[config.mk]
export PLATFORM = sky130hd
export DESIGN_NAME = fht_stream_io
export DESIGN_NICKNAME = d
export VERILOG_FILES = /design/src/rtl/fht_stream_io.sv
export SDC_FILE = /design/constraint.sdc
export NUM_CORES = 1
export LEC_CHECK = 0
export BUFFER_PORTS_ARGS = -buffer_cell sky130_fd_sc_hd__buf_2
export CAP_MARGIN = 30
export CORE_MARGIN = 4
export CORE_UTILIZATION = 40
export CTS_BUF_LIST = sky130_fd_sc_hd__clkbuf_4
export DETAILED_ROUTE_END_ITERATION = 16
export GPL_ROUTABILITY_DRIVEN = 0
export GPL_TIMING_DRIVEN = 0
export HOLD_SLACK_MARGIN = 0.06
export PLACE_DENSITY_LB_ADDON = 0.15
export SLEW_MARGIN = 20
export SYNTH_ARGS = -nofsm -noshare
export SYNTH_HDL_FRONTEND = slang
export SYNTH_SLANG_ARGS = --single-unit
[constraint.sdc]
create_clock -name iCLK -period 2.1 [get_ports iCLK]
set_input_delay 0.21 -clock iCLK [delete_from_list [all_inputs] [get_ports iCLK]]
set_output_delay 0.21 -clock iCLK [all_outputs]
set_load 0.05 [all_outputs]
[src/rtl/fht_stream_io.sv]
// Streaming I/O wrapper for the FHT core: scatters input samples over the core RAM banks,
// starts the core, waits for its done edge, then gathers and streams the results in natural order.
module fht_stream_io #(
  parameter int N_PT      = 1024,
  parameter int N_BANK    = 4,
  parameter int A_BIT     = 8,
  parameter int IN_BIT    = 15,
  parameter int D_BIT     = 16,
  parameter int SIGNED_IN = 1,
  parameter int RD_LAT    = 1,
  parameter int CONT      = 0
) (
  input  logic                      iCLK,
  input  logic                      iRESET,
  input  logic                      iS_VALID,
  input  logic [IN_BIT-1:0]         iS_DATA,
  output logic                      oS_READY,
  output logic                      oM_VALID,
  output logic [D_BIT-1:0]          oM_DATA,
  output logic                      oM_LAST,
  input  logic                      iM_READY,
  output logic [N_BANK-1:0]         oCORE_WE,
  output logic [D_BIT-2:0]          oCORE_DATA,
  output logic [A_BIT-1:0]          oCORE_ADDR_WR,
  output logic [N_BANK*A_BIT-1:0]   oCORE_ADDR_RD,
  input  logic [N_BANK*D_BIT-1:0]   iCORE_DATA,
  output logic                      oCORE_START,
  input  logic                      iCORE_RDY,
  output logic                      oBUSY
);

  localparam int B_BIT = $clog2(N_BANK);
  localparam int C_BIT = $clog2(N_PT);
  localparam int W1    = D_BIT - 1;
  localparam logic [1:0] LAT = 2'(RD_LAT);

  localparam logic [2:0] S_IDLE   = 3'd0;
  localparam logic [2:0] S_LOAD   = 3'd1;
  localparam logic [2:0] S_START  = 3'd2;
  localparam logic [2:0] S_RUN    = 3'd3;
  localparam logic [2:0] S_UNLOAD = 3'd4;

  // Offset-binary input is made two's complement by flipping the MSB, then sign-extended.
  function automatic logic [W1-1:0] conv(input logic [IN_BIT-1:0] s);
    logic signed [IN_BIT-1:0] t;
    t = s;
    if (SIGNED_IN == 0) t[IN_BIT-1] = ~s[IN_BIT-1];
    return W1'(t);
  endfunction

  logic [2:0]               state_q, state_d;
  logic                     rdy_q;
  logic [C_BIT-1:0]         cnt_q;
  logic [N_BANK-1:0]        we_q;
  logic [W1-1:0]            wdat_q;
  logic [A_BIT-1:0]         waddr_q;
  logic                     guard_q, prev_q;
  logic [A_BIT-1:0]         raddr_q;
  logic [1:0]               age_q;
  logic                     rdone_q;
  logic [N_BANK*D_BIT-1:0]  gath_q;
  logic                     gvld_q;
  logic [B_BIT-1:0]         bsel_q;
  logic [C_BIT-1:0]         ocnt_q;

  logic acc, beat, glast, olast, cap, rise;

  assign acc   = iS_VALID & rdy_q;
  assign beat  = gvld_q & iM_READY;
  assign glast = beat && (bsel_q == B_BIT'(N_BANK - 1));
  assign olast = beat && (ocnt_q == C_BIT'(N_PT - 1));
  assign rise  = guard_q & iCORE_RDY & ~prev_q;
  // A new bank row is captured only once its address has been stable for RD_LAT cycles
  // and the gather register is empty or handing over its last word this cycle.
  assign cap   = (state_q == S_UNLOAD) && !rdone_q && (age_q == LAT) && (!gvld_q || glast);

  always_comb begin
    state_d = state_q;
    case (state_q)
      S_IDLE:   if (acc) state_d = S_LOAD;
      S_LOAD:   if (acc && cnt_q == C_BIT'(N_PT - 1)) state_d = S_START;
      S_START:  state_d = S_RUN;
      S_RUN:    if (rise) state_d = S_UNLOAD;
      S_UNLOAD: if (olast) state_d = (CONT != 0) ? S_LOAD : S_IDLE;
      default:  state_d = S_IDLE;
    endcase
  end

  always_ff @(posedge iCLK or negedge iRESET) begin
    if (!iRESET) begin
      state_q <= S_IDLE;
      rdy_q   <= 1'b0;
      cnt_q   <= '0;
      we_q    <= '0;
      wdat_q  <= '0;
      waddr_q <= '0;
      guard_q <= 1'b0;
      prev_q  <= 1'b0;
      raddr_q <= '0;
      age_q   <= '0;
      rdone_q <= 1'b0;
      gath_q  <= '0;
      gvld_q  <= 1'b0;
      bsel_q  <= '0;
      ocnt_q  <= '0;
    end else begin
      state_q <= state_d;
      rdy_q   <= (state_d == S_IDLE) || (state_d == S_LOAD);
      we_q    <= '0;
      if (acc) begin
        cnt_q   <= cnt_q + 1'b1;
        we_q    <= N_BANK'(1) << cnt_q[B_BIT-1:0];
        waddr_q <= cnt_q[B_BIT +: A_BIT];
        wdat_q  <= conv(iS_DATA);
      end
      // The done edge only counts from the second cycle after the start strobe.
      prev_q  <= iCORE_RDY;
      guard_q <= (state_q == S_RUN);
      if (state_q == S_UNLOAD) begin
        if (cap) begin
          raddr_q <= raddr_q + 1'b1;
          age_q   <= '0;
          if (raddr_q == {A_BIT{1'b1}}) rdone_q <= 1'b1;
        end else if (age_q != LAT) begin
          age_q <= age_q + 1'b1;
        end
      end else begin
        raddr_q <= '0;
        age_q   <= '0;
        rdone_q <= 1'b0;
      end
      if (cap) begin
        gath_q <= iCORE_DATA;
        gvld_q <= 1'b1;
        bsel_q <= '0;
      end else if (beat) begin
        bsel_q <= bsel_q + 1'b1;
        if (glast) gvld_q <= 1'b0;
      end
      if (beat) ocnt_q <= ocnt_q + 1'b1;
    end
  end

  assign oS_READY      = rdy_q;
  assign oM_VALID      = gvld_q;
  assign oM_DATA       = gath_q[int'(bsel_q)*D_BIT +: D_BIT];
  assign oM_LAST       = gvld_q && (ocnt_q == C_BIT'(N_PT - 1));
  assign oCORE_WE      = we_q;
  assign oCORE_DATA    = wdat_q;
  assign oCORE_ADDR_WR = waddr_q;
  assign oCORE_ADDR_RD = {N_BANK{raddr_q}};
  assign oCORE_START   = (state_q == S_START);
  assign oBUSY         = (state_q != S_IDLE);

endmodule

==> summary.md, run 1 <==
| Metric | Value |
|---|---|
| Outcome | finished clean |
| Via/cell ratio | 4.739 |
| Worst setup SP type | flop |
| Clk sinks | 131 |
| Initial core utilization | 41.00% |
| Distinct cells, synth | 36 |
| Post-synthesis area per instance | 12.63 sq um |
| Fillers | 1174 |
| Met3 global-route usage | 5.333% |
| Initial antenna violation count | 0 |
| Wire per inst | 15.17 um |
| Launch point of the worst path | bsel_q[0]$_DFFE_PN0P_ |
| DRC violations left | 0 |
| Worst setup EP type | output pin |
| Leakage | 0.003924 uW |
| Ant diodes | 0 |
| Most area-consuming cells after synthesis | dfrtp_1 57%, mux2_2 13%, mux4_2 6.3% |
| Global Route met2 Usage | 29.57% |
| Fin crit period | 2.083 ns |
| Clk root buf | clkbuf_4 |
| Fin. max-slew vios | 0 |
| Max cap viols | 0 |
| Area delta synth->final | 41.08% |
| Final wirelength | 13.94 mm |
| EDFF count, synth | 0 |
| Die H | 127.7 um |
| Vias | 4355 |
| Worst-path fanout max | 5 |
| TritonCTS clock tree | built |
| Vias in the first global route | 4550 |
| Cell mode on critical path | buf_8 |
| Post-layout util | 57.84% |
| Register-to-register setup slack | 0.13 ns |
| Post-route ant nets | 0 |
| Initial drt markers | 203 |
| Drt pass-1 iters | 4 |
| Clock Pin Slew Worst Setup and Hold Paths | 0.10 ns |
| Post-synth top cells | 131 x dfrtp_1, 84 x nand2_1, 65 x mux2_2 |
| Peak supply drop | 686.0 uV |
| Critical path class | flop to output pin |
| Max Fclk | 0.4802 GHz |
| CP max-delay cell | mux4_2 |
| Async S/R FF share, synth | 100.0% |
| RR Endpoint | rdone_q$_DFFE_PN0P_ |
| Synth top area share | 57.16% |
| # IOs | 164 |
| Fin nets | 818 |
| Share of layout cells above drive strength 1 | 42.90% |
| HP Class | input pin to async pin |
| First-pass GRT wire length | 22.67 mm |
| Top delay family on crit path | multiplexers |
| CP cell instances | buf_8 > buf_12 > mux4_2 > buf_8 |
| FF-to-FF path depth | 7 |
| Die area | 16320 sq um |
| Final instance area | 8092 sq um |
| Final setup margin | 0.01737 ns |
| Slowest stage delay, CP | 0.55 ns |
| Largest net degree at the start of global routing | 75 |
| Area after DPL | 6814 sq um |
| Synthesis Warnings | 0 |
| Synth Flop Type | dfrtp_1 |
| Grt ovf | 0 |
| CP arrival | 1.87 ns |
| Post-Syn Area | 5736 sq um |
| Power Density | 893.4 nW/um^2 |
| Insertion delay to the later sink of the worst-skew pair | 0.52 ns |
| Fin crit share | 99.17% |
| Slew margin rel. | 68.88% |
| Rows | 43 |
| Unrepaired setup endpoints after global routing | true |
| Footprint of the multi-input gates | 2186 sq um |
| Port Buffer Count | 163 |
| R2R Path Start | bsel_q[0]$_DFFE_PN0P_ |
| CTS Buf Count | 17 |
| Die X | 127.7 um |
| Met1 usage | 22.14% |
| Clock skew | 0.01372 ns |
| GRT busiest layer | met2 |
| Setup violators final | 0 |
| Worst Path Buf+Inv | 3 |
| Worst EP required | 1.89 ns |
| Fin. Hold Viols | 0 |
| Synth area leader | dfrtp_1 |
| Core area | 13990 sq um |
| GR Util All Layers | 17.58% |
| Most numerous cell in the Yosys netlist | dfrtp_1 |
| DP HPWL | 9.254 mm |
| Actual slew at the worst max-slew pin | 0.4667 ns |
| Flops & latches, synth | 131 |
| H-tree Lvls | 4 |
| Synthesized netlist cell count | 454 |
| CTS max path bufs | 2 |
| Worst slack, placed | -0.1902 ns |
| Sequential Area | 3278 sq um |
| Syn Nets | 546 |
| Seq/Total Area, Yosys | 57.16% |
## worst reg2reg max path, stage by stage (launching register included)
cell and delay [ns]:
dfrtp_1 0.41, buf_4 0.14, ha_1 0.18, a21boi_1 0.34, clkbuf_1 0.38, nor4_1 0.15
a31oi_1 0.20, nor2_1 0.06
## worst max-delay path by stage
| stage | end | slack, ns | depth (start not counted) |
|---|---|---|---|
| after floorplan | raddr_q[7]$_DFFE_PN0P_ | 0.21 | 4 |
| after global placement | oCORE_DATA[7]$_DFFE_PN0P_ | -0.94 | 1 |
| after detailed placement | oM_DATA[2] | -0.19 | 4 |
| after CTS | oM_DATA[2] | -0.07 | 4 |
| after global routing | oM_DATA[2] | -0.09 | 4 |
| final | oM_DATA[2] | 0.02 | 4 |
## flip-flops by register name, indices dropped and copies added (netlist names), 3 cells and up
name           cells
oCORE_ADDR_WR      8
oCORE_WE           4
state_q            3
ocnt_q            10
gath_q            64
raddr_q            8
cnt_q             10
oCORE_DATA        15
## layout make-up
class	instances	area share, %
Sequential cell	131	40.51
Multi-Input combinational cell	276	27.01
Timing Repair Buffer	253	23.15
Buffer	42	3.804
Tap cell	180	2.783
Clock buffer	21	1.948
Clock inverter	11	0.5567
Inverter	5	0.2319
## per-layer routing
layer  vias to the layer above  wire length [um]
li1                       2106                 -
met1                      2113              6082
met2                       123              6845
met3                        13               870
met4                         0               140
met5                         -                 0
## metrics by stage
step | total power [uW] | hold slack [ns] | TNS, ns | cells
after global placement | 5299 | 0.3405 | -123.14 | 797
after global routing | 7625 | 0.1872 | -1.019 | 919
after detailed placement | 5331 | 0.1665 | -1.815 | 798
after CTS | 7241 | 0.1734 | -0.2298 | 917
after floorplan | 4727 | -0.08559 | 0 | 454
final | 7229 | 0.2106 | 0 | 919
## cells in the final DEF (no fill, tap or decap), types with 15 or more instances in the layout
master / instances
mux4_2: 16
mux2_2: 65
buf_2: 148
buf_6: 15
dfrtp_1: 131
nand2_1: 84
nor2_1: 18
dlygate4sd3_1: 83
xnor2_1: 19
clkbuf_4: 21
buf_4: 33
## where the power goes
group | total [uW] | internal (uW) | switching [uW] | leakage, uW
registers | 3000 | 2800 | 208 | 0.00161
logic | 2900 | 1260 | 1630 | 0.00219
clock network | 1330 | 483 | 847 | 0.000121
## cell families (layout without fill, tap and decap cells)
kind of cell	after synthesis	count (layout)	synth area share, %
flip-flops	131	131	57.16
AO/OA/AOI/OAI	18	18	1.876
XOR/XNOR	25	25	3.818
AND/OR/NAND/NOR	144	144	11.39
buffers and inverters	47	332	4.974
multiplexers	81	81	19.04
adder cells (fa/ha/maj)	8	8	1.745
## repair_timing
action | 4_1_cts | 5_1_grt
setup endpoints to repair | 44 | 72
gates cloned | 0 | 1
endpoints found under the hold margin | 220 | 0
hold buffers | 83 | 0
gates resized for setup | 47 | 7
buffers inserted | 4 | 1
Note: power is estimated with default switching activity, not from simulation.
==> inputs of run 2 (changes only) <==
- PLACE_DENSITY_LB_ADDON: 0.15 -> not set
==> summary.md, run 2 (synthesis results as in run 1) <==
| Metric | Value |
|---|---|
| GR Util All Layers | 17.98% (was 17.58%) |
| CP arrival | 1.90 ns (was 1.87 ns) |
| Outcome | complete, but fails checks (was finished clean) |
| H-tree Lvls | 4 (unchanged) |
| Die H | 127.7 um (unchanged) |
| Port Buffer Count | 163 (unchanged) |
| Initial antenna violation count | 0 (unchanged) |
| Via/cell ratio | 4.766 (was 4.739) |
| Comb pwr share | 37.9% (was 40.1%) |
| Max Fclk | 0.4747 GHz (was 0.4802 GHz) |
| Peak supply drop | 465.4 uV (was 686.0 uV) |
| Leakage | 0.003973 uW (was 0.003924 uW) |
| Fillers | 1164 (was 1174) |
| Ant diodes | 0 (unchanged) |
| Post-route ant nets | 0 (unchanged) |
| DRC violations left | 0 (unchanged) |
| Power Density | 936.6 nW/um^2 (was 893.4 nW/um^2) |
| Fin nets | 820 (was 818) |
| Fin. Hold Viols | 0 (unchanged) |
| Worst setup SP type | flop (unchanged) |
| Wire per inst | 15.44 um (was 15.17 um) |
| Setup violators final | 7 (was 0) |
| Worst setup EP type | output pin (unchanged) |
| Area delta synth->final | 42.84% (was 41.08%) |
| Failing checks | negative setup slack |
| Initial core utilization | 41.00% (unchanged) |
| Final Total Pwr | 7674 uW (was 7229 uW) |
| Largest net degree at the start of global routing | 78 (was 75) |
| Post-layout util | 58.57% (was 57.84%) |
| Die area | 16320 sq um (unchanged) |
| Final instance area | 8193 sq um (was 8092 sq um) |
| Initial drt markers | 197 (was 203) |
| Max reg flops | 64 (unchanged) |
| Int Power | 4903 uW (was 4540 uW) |
| Footprint of the multi-input gates | 2186 sq um (unchanged) |
| Final setup margin | -0.006815 ns (was 0.01737 ns) |
| Insertion delay to the later sink of the worst-skew pair | 0.53 ns (was 0.52 ns) |
| Core area | 13990 sq um (unchanged) |
| Critical path class | flop to output pin (unchanged) |
| Clock Pin Slew Worst Setup and Hold Paths | 0.12 ns (was 0.10 ns) |
| Net Sw Frac | 36.10% (was 37.20%) |
| Slew margin rel. | 70.28% (was 68.88%) |
| Sw Pwr | 2770 uW (was 2689 uW) |
| Fin Setup TNS | -0.02674 ns (was 0 ns) |
| Clk pwr share | 22.8% (was 18.4%) |
| HP Class | input pin to async pin (unchanged) |
| Clock skew | 0.02272 ns (was 0.01372 ns) |
| Fin crit period | 2.107 ns (was 2.083 ns) |
| Clk root buf | clkbuf_4 (unchanged) |
| Seq pwr share | 39.2% (was 41.6%) |
| Final wirelength | 14.20 mm (was 13.94 mm) |
| Max cap viols | 0 (unchanged) |
| CTS Buf Count | 17 (unchanged) |
| # IOs | 164 (unchanged) |
| Commonest non-fill, non-tap cells in the layout | 148 x buf_2, 131 x dfrtp_1, 84 x nand2_1 (unchanged) |
| TritonCTS clock tree | built (unchanged) |
| Fin crit share | 100.3% (was 99.17%) |
| Area after DPL | 6814 sq um (unchanged) |
| CTS max path bufs | 2 (unchanged) |
| Vias | 4385 (was 4355) |
| Rows | 43 (unchanged) |
| Share of layout cells above drive strength 1 | 43.78% (was 42.90%) |
| Grt ovf | 0 (unchanged) |
| Fin. max-slew vios | 0 (unchanged) |
| Clk sinks | 131 (unchanged) |
| Commonest non-fill, non-tap cell in the layout | buf_2 (unchanged) |
| Largest Register | gath_q (unchanged) |
| Die X | 127.7 um (unchanged) |
| Vias in the first global route | 4627 (was 4550) |
| Worst EP required | 1.89 ns (about the same) |
| Drt pass-1 iters | 4 (unchanged) |
| DP HPWL | 9.468 mm (was 9.254 mm) |
| First-pass GRT wire length | 23.19 mm (was 22.67 mm) |
| Worst-path fanout max | 6 (was 5) |
| Sequential Area | 3278 sq um (unchanged) |
| Unrepaired setup endpoints after global routing | true (unchanged) |
| Actual slew at the worst max-slew pin | 0.4458 ns (was 0.4667 ns) |
run 2: changes by cell type in the layout (fill, tap and decap cells not counted), sizes merged:
| cell | before | now |
|---|---|---|
| bufinv | 0 | 3 |
| buf | 205 | 206 |
| clkinvlp | 0 | 1 |
| clkinv | 11 | 7 |
run 2: layer usage:
metal	track usage, %	wire, um	part of all wire [%]
met2	30.28	7151	50
met5	0	0	0
met1	22.15	5968	42
met4	6.679	269	1.9
met3	4.917	815	5.7
run 2: critical path: stages, from the launching register on:
cell and delay [ns]:
dfrtp_1 0.41, buf_12 0.14, buf_12 0.13, mux4_2 0.52, buf_6 0.17
run 2: final cells by class:
class                   count  area share [%]
multi-input cells         276           26.68
flip-flops and latches    131           40.01
repair buffers            255           22.95
clock buffers              20           1.833
clock inverters            11           1.680
well taps                 180           2.749
plain buffers              42           3.864
inverters                   5          0.2291
run 2: path summary, 6_finish.rpt:
check,start,cells past startpoint,to,slack [ns]
worst max-delay path,bsel_q[0]$_DFFE_PN0P_,4,oM_DATA[6],-0.007
worst min-delay path,iRESET,2,gath_q[7]$_DFFE_PN0P_,0.18
worst max register to register,bsel_q[0]$_DFFE_PN0P_,7,rdone_q$_DFFE_PN0P_,0.12
worst min register to register,oCORE_ADDR_WR[1]$_DFFE_PN0P_,2,oCORE_ADDR_WR[1]$_DFFE_PN0P_,0.48
max in group asynchronous,iRESET,3,cnt_q[7]$_DFFE_PN0P_,1.22
min in group iCLK,iCORE_RDY,2,prev_q$_DFF_PN0_,0.34
run 2: power by group through the flow:
| stage | combinational [uW] | clock, uW | sequential, uW |
|---|---|---|---|
| 4_1_cts | 2880 | 1800 | 3010 |
| 6_report | 2910 | 1750 | 3010 |
| 2_1_floorplan | 1430 | 0 | 3300 |
| 3_3_place_gp | 2250 | 0 | 3040 |
| 3_5_place_dp | 2290 | 0 | 3060 |
| 5_1_grt | 3080 | 1930 | 3050 |
run 2: per-stage QoR:
step / worst slack (ns) / cells / hold WS (ns)
after global placement: -0.8686 / 797 / 0.3428
after global routing: -0.09552 / 920 / 0.1946
final: -0.006815 / 920 / 0.1833
after floorplan: 0.2065 / 454 / -0.08559
after detailed placement: -0.2254 / 798 / 0.1513
after CTS: -0.08389 / 917 / 0.1582
run 2: timing repair:
item / in CTS / in global routing
hold endpoints to repair: 219 / 0
hold buffers: 83 / 0
setup buffers: 5 / 2
gates resized for setup: 49 / 4
cloned: 0 / 1
setup endpoints to repair: 44 / 53
pin swaps: 0 / 1
